`src/rtl/instr_issue_queue_pkg.sv`:
```
// Types shared between the fetch stage and the instruction issue queue.
// The halt encoding must match the one the fetch stage produces.
package instr_issue_queue_pkg;

  localparam int unsigned OpcodeBits = 32;

  typedef logic [OpcodeBits-1:0] opcode_t;

  localparam opcode_t PIPE_HALT = 32'h0010_0073;

  typedef enum logic [0:0] {
    StRun,
    StHalted
  } iq_state_e;

endpackage

```
`src/rtl/instr_issue_queue_if.sv`:
```
// Fetch-response, issue-stream and status signals of the instruction issue queue.
// The queue uses the slave modport; whoever drives fetch data and issue_rdy uses master.
interface instr_issue_queue_if
  import instr_issue_queue_pkg::*;
#(
  parameter int unsigned DEPTH        = 8,
  parameter int unsigned OPCODE_WIDTH = OpcodeBits
);
  localparam int unsigned CountWidth = $clog2(DEPTH + 1);

  logic                    opcode_vld;
  logic [OPCODE_WIDTH-1:0] opcode1;
  logic [OPCODE_WIDTH-1:0] opcode2;
  logic                    flush;
  logic                    issue_vld;
  logic [OPCODE_WIDTH-1:0] issue_opcode;
  logic                    issue_rdy;
  logic                    fetch_stall;
  logic                    halt_seen;
  logic [CountWidth-1:0]   q_count;
  logic                    overflow_err;

  modport master (
    output opcode_vld, opcode1, opcode2, flush, issue_rdy,
    input  issue_vld, issue_opcode, fetch_stall, halt_seen, q_count, overflow_err
  );

  modport slave (
    input  opcode_vld, opcode1, opcode2, flush, issue_rdy,
    output issue_vld, issue_opcode, fetch_stall, halt_seen, q_count, overflow_err
  );

endinterface

```
`src/rtl/instr_issue_queue_pair_fifo.sv`:
```
// Generic circular FIFO with explicit occupancy count and a synchronous clear.
// The caller must not push when full unless it pops in the same cycle, nor pop when empty.
module issue_pair_fifo #(
  parameter int unsigned DEPTH = 8,
  parameter int unsigned WIDTH = 64,
  localparam int unsigned PtrWidth   = $clog2(DEPTH),
  localparam int unsigned CountWidth = $clog2(DEPTH + 1)
) (
  input  logic                  clk,
  input  logic                  reset,
  input  logic                  clear,
  input  logic                  push,
  input  logic [WIDTH-1:0]      wdata,
  input  logic                  pop,
  output logic [WIDTH-1:0]      rdata,
  output logic [CountWidth-1:0] count,
  output logic                  full,
  output logic                  empty
);

  logic [WIDTH-1:0]      mem_q [DEPTH];
  logic [PtrWidth-1:0]   wr_ptr_q;
  logic [PtrWidth-1:0]   rd_ptr_q;
  logic [CountWidth-1:0] count_q;

  always_ff @(posedge clk) begin
    if (reset || clear) begin
      wr_ptr_q <= '0;
      rd_ptr_q <= '0;
      count_q  <= '0;
    end else begin
      // Pointers wrap naturally since DEPTH is a power of two.
      if (push) wr_ptr_q <= wr_ptr_q + 1'b1;
      if (pop)  rd_ptr_q <= rd_ptr_q + 1'b1;
      count_q <= count_q + CountWidth'(push) - CountWidth'(pop);
    end
  end

  always_ff @(posedge clk) begin
    if (push && !clear) begin
      mem_q[wr_ptr_q] <= wdata;
    end
  end

  assign rdata = mem_q[rd_ptr_q];
  assign count = count_q;
  assign full  = (count_q == CountWidth'(DEPTH));
  assign empty = (count_q == '0);

endmodule

```
`src/rtl/instr_issue_queue.sv`:
```
// Buffers fetched opcode pairs and issues them one opcode at a time, low word first.
// A PIPE_HALT at the head stops issue and discards everything younger until flush.
module instr_issue_queue
  import instr_issue_queue_pkg::*;
#(
  parameter int unsigned DEPTH        = 8,
  parameter int unsigned SKID         = 2,
  parameter int unsigned OPCODE_WIDTH = OpcodeBits
) (
  input logic               clk,
  input logic               reset,
  instr_issue_queue_if.slave bus
);

  localparam int unsigned CountWidth = $clog2(DEPTH + 1);
  localparam int unsigned PairWidth  = 2 * OPCODE_WIDTH;
  localparam logic [CountWidth-1:0] StallLevel = CountWidth'(DEPTH - SKID);
  localparam logic [OPCODE_WIDTH-1:0] HaltOp   = OPCODE_WIDTH'(PIPE_HALT);

  iq_state_e state_q, state_d;
  logic      slot_q, slot_d;
  logic      halt_seen_q, halt_seen_d;
  logic      ovf_q, ovf_d;

  logic [PairWidth-1:0]    head_pair;
  logic [OPCODE_WIDTH-1:0] head_op;
  logic [CountWidth-1:0]   count;
  logic                    full;
  logic                    empty;

  logic run;
  logic head_is_halt;
  logic issue_vld;
  logic accept;
  logic pop;
  logic halt_now;
  logic clear;
  logic push;
  logic drop;

  issue_pair_fifo #(
    .DEPTH (DEPTH),
    .WIDTH (PairWidth)
  ) u_fifo (
    .clk   (clk),
    .reset (reset),
    .clear (clear),
    .push  (push),
    .wdata ({bus.opcode2, bus.opcode1}),
    .pop   (pop),
    .rdata (head_pair),
    .count (count),
    .full  (full),
    .empty (empty)
  );

  always_comb begin
    run          = (state_q == StRun);
    head_op      = slot_q ? head_pair[PairWidth-1:OPCODE_WIDTH] : head_pair[OPCODE_WIDTH-1:0];
    head_is_halt = run && !empty && (head_op == HaltOp);
    issue_vld    = run && !empty && (head_op != HaltOp);
    accept       = issue_vld && bus.issue_rdy;
    pop          = accept && slot_q && !bus.flush;
    halt_now     = head_is_halt && !bus.flush;
    clear        = bus.flush || halt_now;
    // A full queue still takes a pair when the head entry retires in the same cycle.
    push         = bus.opcode_vld && run && !clear && (!full || pop);
    drop         = bus.opcode_vld && run && !bus.flush && full && !pop;
  end

  always_comb begin
    state_d     = state_q;
    slot_d      = slot_q;
    halt_seen_d = 1'b0;
    ovf_d       = ovf_q || drop;
    if (bus.flush) begin
      state_d = StRun;
      slot_d  = 1'b0;
      ovf_d   = 1'b0;
    end else begin
      unique case (state_q)
        StRun: begin
          if (head_is_halt) begin
            state_d     = StHalted;
            slot_d      = 1'b0;
            halt_seen_d = 1'b1;
          end else if (accept) begin
            slot_d = !slot_q;
          end
        end
        StHalted: begin
          state_d = StHalted;
        end
        default: begin
          state_d = StRun;
        end
      endcase
    end
  end

  always_ff @(posedge clk) begin
    if (reset) begin
      state_q     <= StRun;
      slot_q      <= 1'b0;
      halt_seen_q <= 1'b0;
      ovf_q       <= 1'b0;
    end else begin
      state_q     <= state_d;
      slot_q      <= slot_d;
      halt_seen_q <= halt_seen_d;
      ovf_q       <= ovf_d;
    end
  end

  assign bus.issue_vld    = issue_vld;
  assign bus.issue_opcode = issue_vld ? head_op : '0;
  assign bus.fetch_stall  = run && (count >= StallLevel);
  assign bus.halt_seen    = halt_seen_q;
  assign bus.q_count      = count;
  assign bus.overflow_err = ovf_q;

  // A stalled opcode may only disappear through flush or reset.
  a_issue_stable: assert property (
    @(posedge clk) disable iff (reset)
    (issue_vld && !bus.issue_rdy && !bus.flush) |=> $stable(bus.issue_opcode)
  );

  a_count_bound: assert property (
    @(posedge clk) disable iff (reset) count <= CountWidth'(DEPTH)
  );

endmodule
```
`src/flat_wrapper.sv`:
```
// flat-port wrapper written by rule: the top's interface ports become plain ports
module instr_issue_queue_flat import instr_issue_queue_pkg::*;
#(
  parameter int unsigned DEPTH        = 8,
  parameter int unsigned SKID         = 2,
  parameter int unsigned OPCODE_WIDTH = OpcodeBits
)
  (clk, reset, bus_opcode_vld, bus_opcode1, bus_opcode2, bus_flush, bus_issue_rdy, bus_issue_vld, bus_issue_opcode, bus_fetch_stall, bus_halt_seen, bus_q_count, bus_overflow_err);
  instr_issue_queue_if #(.DEPTH(DEPTH), .OPCODE_WIDTH(OPCODE_WIDTH)) bus_i ();
  input logic clk;
  input logic reset;
  input wire logic [$bits(bus_i.opcode_vld)-1:0] bus_opcode_vld;
  input wire logic [$bits(bus_i.opcode1)-1:0] bus_opcode1;
  input wire logic [$bits(bus_i.opcode2)-1:0] bus_opcode2;
  input wire logic [$bits(bus_i.flush)-1:0] bus_flush;
  input wire logic [$bits(bus_i.issue_rdy)-1:0] bus_issue_rdy;
  output wire logic [$bits(bus_i.issue_vld)-1:0] bus_issue_vld;
  output wire logic [$bits(bus_i.issue_opcode)-1:0] bus_issue_opcode;
  output wire logic [$bits(bus_i.fetch_stall)-1:0] bus_fetch_stall;
  output wire logic [$bits(bus_i.halt_seen)-1:0] bus_halt_seen;
  output wire logic [$bits(bus_i.q_count)-1:0] bus_q_count;
  output wire logic [$bits(bus_i.overflow_err)-1:0] bus_overflow_err;
  assign bus_i.opcode_vld = bus_opcode_vld;
  assign bus_i.opcode1 = bus_opcode1;
  assign bus_i.opcode2 = bus_opcode2;
  assign bus_i.flush = bus_flush;
  assign bus_i.issue_rdy = bus_issue_rdy;
  assign bus_issue_vld = bus_i.issue_vld;
  assign bus_issue_opcode = bus_i.issue_opcode;
  assign bus_fetch_stall = bus_i.fetch_stall;
  assign bus_halt_seen = bus_i.halt_seen;
  assign bus_q_count = bus_i.q_count;
  assign bus_overflow_err = bus_i.overflow_err;
  instr_issue_queue #(.DEPTH(DEPTH), .SKID(SKID), .OPCODE_WIDTH(OPCODE_WIDTH)) u_core (.clk(clk), .reset(reset), .bus(bus_i));
endmodule
```
`config.mk`:
```
export PLATFORM = sky130hd
export DESIGN_NAME = instr_issue_queue_flat
export DESIGN_NICKNAME = d
export VERILOG_FILES = /design/src/rtl/instr_issue_queue_pkg.sv /design/src/rtl/instr_issue_queue_if.sv /design/src/rtl/instr_issue_queue_pair_fifo.sv /design/src/rtl/instr_issue_queue.sv /design/src/flat_wrapper.sv
export SDC_FILE = /design/constraint.sdc
export NUM_CORES = 1
export LEC_CHECK = 0
export CORE_ASPECT_RATIO = 1.75
export CORE_MARGIN = 5
export CORE_UTILIZATION = 35
export CTS_CLUSTER_DIAMETER = 40
export CTS_CLUSTER_SIZE = 8
export DETAILED_ROUTE_END_ITERATION = 16
export HOLD_SLACK_MARGIN = 0.05
export PLACE_DENSITY_LB_ADDON = 0.3
export SYNTH_ARGS = -nofsm -noshare
export SYNTH_HDL_FRONTEND = slang
export SYNTH_SLANG_ARGS = --single-unit
```
`constraint.sdc`:
```
create_clock -name clk -period 7.86 [get_ports clk]
set_input_delay 2.358 -clock clk [delete_from_list [all_inputs] [get_ports clk]]
set_output_delay 2.358 -clock clk [all_outputs]
set_load 0.01 [all_outputs]
```
==> results of run 1 <==
-- how the worst max path moves through the flow --
stage | startpoint | to | cells past startpoint
finish | register | bus_issue_opcode[31] | 11
global route | register | bus_issue_opcode[31] | 11
CTS | register | bus_issue_opcode[31] | 11
detailed placement | register | bus_issue_opcode[31] | 11
global placement | register | bus_issue_opcode[31] | 11
floorplan | bus_issue_rdy | u_core.u_fifo.mem_q[1][0]$_DFFE_PP_ | 6
-- placed cells by master (no fill, tap or decap), types with 4 or more instances in the layout --
cell	instances
nor2b_1	5
xnor2_1	5
edfxtp_1	512
nor4_1	6
buf_12	4
a22o_1	25
a22oi_1	38
inv_1	8
clkbuf_1	8
nor2_1	44
a21oi_1	23
clkdlybuf4s50_1	108
mux2i_1	6
buf_4	32
mux4_2	125
nor2_4	6
ha_1	8
nand2b_1	5
nand2_1	29
clkbuf_16	79
dfxtp_1	14
-- stage by stage --
step / hold slack, ns / instance area, sq um / total power, W / setup WS (ns)
after floorplan: 0.473 / 20300 / 0.00323 / 1.22
after global routing: 0.530 / 24500 / 0.00631 / 0.222
final: 0.483 / 24600 / 0.00612 / 0.384
after CTS: 0.494 / 24500 / 0.00618 / 0.0460
after detailed placement: 0.481 / 22500 / 0.00334 / 0.681
after global placement: 0.473 / 22500 / 0.00334 / 0.693
-- critical path, stage by stage (launching register included) --
cell	delay, ns
dfxtp_4	0.83
buf_4	0.43
mux4_2	0.36
a22o_1	0.24
nor2_1	0.30
nor4bb_1	0.65
nand2_1	0.09
or4_1	0.56
nand2_2	0.13
buf_4	0.28
a21oi_1	0.13
clkdlybuf4s50_1	0.51
-- kinds of logic after synthesis --
kind of cell / synth area share
and+or+nand+nor: 0.0253
AOI/OAI and AO/OA: 0.0370
xor gates and xnor gates: 0.00258
muxes: 0.142
adders and majority gates: 0.00591
buffers and inverters: 0.0144
DFF: 0.773
-- area by class of cell --
| type | count | area [sq um] | area share |
|---|---|---|---|
| well taps | 773 | 967 | 0.0394 |
| diodes | 3 | 7.51 | 0.000306 |
| repair buffers | 144 | 1400 | 0.0571 |
| clock buffers | 87 | 2010 | 0.0817 |
| inverters | 8 | 30.0 | 0.00122 |
| multi-input cells | 363 | 4400 | 0.179 |
| clock inverters | 2 | 16.3 | 0.000662 |
| flip-flops and latches | 529 | 15700 | 0.640 |
-- sequential cells by signal, indices dropped and copies added (netlist names), named ones only --
| name | cells |
|---|---|
| u_core.bus.halt_seen | 1 |
| u_core.bus.overflow_err | 1 |
| u_core.slot_q | 1 |
| u_core.state_q | 1 |
| u_core.u_fifo.count | 4 |
| u_core.u_fifo.mem_q | 512 |
| u_core.u_fifo.rd_ptr_q | 3 |
| u_core.u_fifo.wr_ptr_q | 3 |
-- where the power goes --
group / total, W / switching [W] / internal (W)
Sequential: 0.00313 / 0.00000534 / 0.00312
Combinational: 0.000163 / 0.0000939 / 0.0000688
Clock: 0.00283 / 0.00107 / 0.00176
-- timing repair --
action	in CTS	in global routing
buffers inserted	0	1
endpoints found under the setup margin	0	13
endpoints found under the hold margin	0	0
-- routing by layer --
layer  routed length [um]  global-route usage  vias up
met5                   29                   0        -
li1                     -                   -     4282
met4                 1160              0.0520        4
met2                26800               0.280      267
met1                18600               0.186     5174
met3                 2210              0.0300       76
==> results.md, run 1 <==
- Status: complete, no violations
- Hold Path End: u_core.bus.overflow_err$_SDFF_PP0_
- Final Hold Vio Count: 0
- Die area: 63200 sq um
- Share of layout cells above drive strength 1: 0.229
- Tot GR Track Use: 0.155
- Post-route DRC: 0
- DRT Pass-1 Iters: 5
- Die Ht: between 300 and 400 um
- Final Core Density: 0.425
- Final TNS setup: 0 ns
- PortBufs: 108
- Period utilization: 0.951
- Unique masters post-synth: 43
- Leakage power: approximately 7.5 nW
- Core area: just under 60000 sq um
- Unrepaired setup endpoints after global routing: false
- Post-DRT Antenna Nets: 0
- Cts hold-fix bufs: 0
- GP Congestion: 0.738
- Nets: 1200
- Cells after Synth: between 900 and 1000
- Post-synth ARST share: 0
- Root Buffer: clkbuf_16
- CP endpoint kind: output port
- Placed instance count: ~1800
- Cell taking the most area after synthesis: edfxtp_1
- Seq cells post-synth: 529
- Count of pins over their slew limit: 0
- Syn Area/Cell: 21.4 sq um
- First-pass GRT wire length: 71.5 mm
- Mapped Nets: 1026
- Worst Path Required: 5.50 ns
- CTS tree: yes
- Num rows: 117
- Final WL: 48.7 mm
- Hold depth: 1
- Rel. slew slack: 0.255
- Synth top cells by count: edfxtp_1, mux4_2, nor2_1, a22oi_1, nand2_1
- Final Skew: 0.0150 ns
- Avg WL per Cell: 25.5 um
- Yosys warnings: 0
- Max-cap viol count: 0
- Slew @ Worst Pin: between 1 and 1.5 ns
- DR vias: slightly below 10000
- Worst reg-to-reg setup slack: 2.23 ns
- Initial detailed-routing violation count: 604
- Power Dens Cells: roughly 250 nW/um^2
- Sequential-to-total area share from yosys stat: 0.773
- TritonCTS buffer count: 76
- F_max: 134 MHz
- Final setup viols: 0
- H-tree levels: 3
- Maximum buffer depth of the clock tree: 3
- Worst Path Arrival: 5.12 ns
- Count leader, synth: edfxtp_1
- Vias per Instance: between 5 and 6
- CP Class: reg -> out
- Initial Util: 0.352
- Placed wire-length estimate: 29.4 mm
- Gr ovfl total: 0
- Initial antenna violation count: 6
- Number of flops mapped to enable cells by yosys: around 510
- R2r endpoint: u_core.u_fifo.mem_q[4][44]$_DFFE_PP_
- Ranking of synthesized cells by area: edfxtp_1, mux4_2, dfxtp_1
- Reg2Reg Depth: 11
- Area grow syn2layout: 20.7%
- Clock tree sinks: roughly 530
- Ports: 109
- Vias in the first global route: approximately 11000
- Clock-pin slew on the worst setup and hold paths: 0.05 ns
- CP max FO: 45
- Post-Syn Area: 20300 sq um
- Worst hold path class: reg -> reg
- Dominant synthesized flop cell: edfxtp_1
- Fill cell count: 5004
- Min Clock Period, post-route: 7.48 ns
- Post-CTS sizing: 0
- Share of the synthesized area in the top cell type: 0.756
- Largest net degree at the start of global routing: 51
- Post-route insts no fill: between 1500 and 2000
- Clk_lat worst skew: 0.57 ns
- VDD IR max: 0.000121 V
- Die X: approximately 190 um
- Critical path launch point type: register
- Min-delay src: u_core.bus.overflow_err$_SDFF_PP0_
Note: power is estimated with default switching activity, not from simulation.
==> run 2, diff against run 1 <==
--- a/config.mk
+++ b/config.mk
@@ -7,11 +7,12 @@
 export LEC_CHECK = 0
 export CORE_ASPECT_RATIO = 1.75
 export CORE_MARGIN = 5
-export CORE_UTILIZATION = 35
+export CORE_UTILIZATION = 40
 export CTS_CLUSTER_DIAMETER = 40
 export CTS_CLUSTER_SIZE = 8
 export DETAILED_ROUTE_END_ITERATION = 16
 export HOLD_SLACK_MARGIN = 0.05
+export MAX_ROUTING_LAYER = met4
 export PLACE_DENSITY_LB_ADDON = 0.3
 export SYNTH_ARGS = -nofsm -noshare
 export SYNTH_HDL_FRONTEND = slang
==> run 2 against run 1 <==
  * Setup slack gained 0.0079 ns
  * Routed wire length shrank 1.9%
  * Non-clock buffer count grew 1
  * Cell count shrank 5.1%
  * Sequential power is essentially flat
  * Critical path type unchanged
  * Highest routed layer is now met4
==> results.md, run 2 (same netlist as run 1, synthesis figures left out) <==
- Status: complete, no violations
- Hold Path End: u_core.bus.overflow_err$_SDFF_PP0_
- Worst Path Required: 5.50 ns (about the same)
- Post-route DRC: 0 (unchanged)
- Critical path launch point type: register
- Leading cell type in the layout, fill and taps excluded: edfxtp_1
- R2r endpoint: u_core.u_fifo.mem_q[5][11]$_DFFE_PP_
- Area grow syn2layout: 20.9%
- Ports: 109 (unchanged)
- Area of all placed cells without fillers: 24600 sq um (+0.13%)
- Root Buffer: clkbuf_16
- Worst Path Arrival: 5.11 ns (about the same)
- DRT Pass-1 Iters: 5 (unchanged)
- Initial detailed-routing violation count: 703 (+16%)
- First-pass GRT wire length: 71.3 mm (-0.26%)
- Worst setup margin: 0.392 ns (+0.00787 ns)
- Unrepaired setup endpoints after global routing: false
- Count of pins over their slew limit: 0 (unchanged)
- DR vias: 10100 (+3.4%)
- Largest register FFs: 512 (unchanged)
- GP Congestion: 0.746 (+1.2%)
- Dpl ws: 0.723 ns (+0.0422 ns)
- Power Dens Cells: 253 nW/um^2 (+1.4%)
- VDD IR max: 0.000154 V (+27%)
- Rel. slew slack: 0.400 (+0.145)
- CP max FO: 54 (+20%)
- Share of layout cells above drive strength 1: 0.236 (+0.00695)
- Avg WL per Cell: 26.4 um (+3.3%)
- Min-delay src: u_core.bus.overflow_err$_SDFF_PP0_
- Initial Util: 0.403 (+0.0513)
- Die Ht: 308 um (-6.3%)
- Gr ovfl total: 0 (unchanged)
- Final WL: 47.8 mm (-1.9%)
- H-tree levels: 3 (unchanged)
- Cts hold-fix bufs: 0 (unchanged)
- Reg2Reg Depth: 10 (-1)
- Placed wire-length estimate: 27.8 mm (-5.3%)
- Commonest cells after routing, fill and taps aside: edfxtp_1, mux4_2, clkdlybuf4s50_1
- Die area: 55600 sq um (-12%)
- Min Clock Period, post-route: 7.47 ns (-0.00788 ns)
- Core area: 50500 sq um (-13%)
- Worst hold path class: reg -> reg
- Vias per Instance: 5.60 (+9.0%)
- Final TNS setup: 0 ns (unchanged)
- Num rows: 109 (-6.8%)
- Sequential cell area: 15700 sq um (about the same)
- Post-DRT Antenna Nets: 0 (unchanged)
- Reg with most FFs: u_core.u_fifo.mem_q
- Clock tree sinks: 529 (unchanged)
- Final Skew: 0.0185 ns (+0.00354 ns)
- Slew @ Worst Pin: 0.900 ns (-0.213 ns)
- Worst reg-to-reg setup slack: 2.45 ns (+0.22 ns)
- Maximum buffer depth of the clock tree: 3 (unchanged)
- Largest net degree at the start of global routing: 65 (+27%)
- Largest registers: u_core.u_fifo.mem_q: 512 flops, u_core.u_fifo.count: 4 flops
- Die X: 180 um (-6.1%)
- CTS tree: yes
- Max-cap viol count: 0 (unchanged)
- Tot GR Track Use: 0.177 (+0.0213)
- Clock-pin slew on the worst setup and hold paths: 0.05 ns (about the same)
- Initial antenna violation count: 5 (-1)
- Final setup viols: 0 (unchanged)
- CP Class: reg -> out
- TritonCTS buffer count: 78 (+2.6%)
- Clk_lat worst skew: 0.59 ns (+0.02 ns)
- Placed Area: 22400 sq um (-0.34%)
- Leakage power: 7.60 nW (+0.89%)
- Vias in the first global route: 11000 (+2.2%)
- Nets: 1203 (+0.25%)
- Hold depth: 1 (unchanged)
- Period utilization: 0.950 (-0.00100)
- PortBufs: 108 (unchanged)
- CP endpoint kind: output port
- Final Hold Vio Count: 0 (unchanged)
- Area occupied by multi-input gates: 4400 sq um (about the same)
- Fill cell count: 4149 (-17%)
- F_max: 134 MHz (+0.11%)
## run 2: worst max path at each step
| stage | from | endpoint | slack (ns) | depth (start not counted) |
|---|---|---|---|---|
| CTS | register | bus_issue_opcode[22] | 0.06 | 12 |
| global placement | register | bus_issue_opcode[22] | 0.71 | 12 |
| finish | register | bus_issue_opcode[22] | 0.39 | 10 |
| floorplan | bus_issue_rdy | u_core.u_fifo.mem_q[1][0]$_DFFE_PP_ | 1.22 | 6 |
| detailed placement | register | bus_issue_opcode[22] | 0.72 | 12 |
| global route | register | bus_issue_opcode[22] | 0.14 | 12 |
## run 2: per-layer routing
layer  global-route usage  vias to the layer above  routed length [um]
met5                    -                        -                   0
met4               0.0605                        0                1230
met3               0.0334                       73                2810
met2                0.298                      349               24900
met1                0.216                     5419               18900
li1                     -                     4299                   -
## run 2: critical path, cell delays in order (launching register included)
cell,delay (ns)
dfxtp_4,0.92
mux4_2,0.42
a22o_1,0.24
a31o_2,0.30
nor4_1,0.64
nand4_1,0.26
or4_1,0.61
nand2_2,0.10
buf_4,0.32
a21oi_1,0.14
clkdlybuf4s50_1,0.53
## run 2: timing repair
| action | in CTS | in global routing |
|---|---|---|
| buffers inserted | 0 | 1 |
| setup endpoints to repair | 0 | 23 |
| gates resized for setup | 0 | 0 |
| hold endpoints to repair | 0 | 0 |
## run 2: power by group
group          switching [W]  internal (W)  total (W)
registers         0.00000565       0.00312    0.00313
clock network        0.00113       0.00180    0.00293
logic              0.0000917     0.0000689   0.000161
## run 2: final cells by class
type / count / area share
tap: 666 / 0.0339
antenna: 4 / 0.000407
clock buffer: 84 / 0.0803
clock inverter: 13 / 0.00626
timing repair buffer: 145 / 0.0593
multi-input combinational: 363 / 0.179
sequential: 529 / 0.640
inverter: 8 / 0.00122
## run 2: stage by stage
step	utilization	total power, W	hold WS [ns]	std cells
floorplan	-	0.00323	0.473	948
global placement	0.444	0.00334	0.451	1710
detailed placement	0.444	0.00334	0.464	1710
CTS	0.487	0.00628	0.476	1807
global route	0.487	0.00641	0.508	1812
finish	0.487	0.00622	0.474	1812
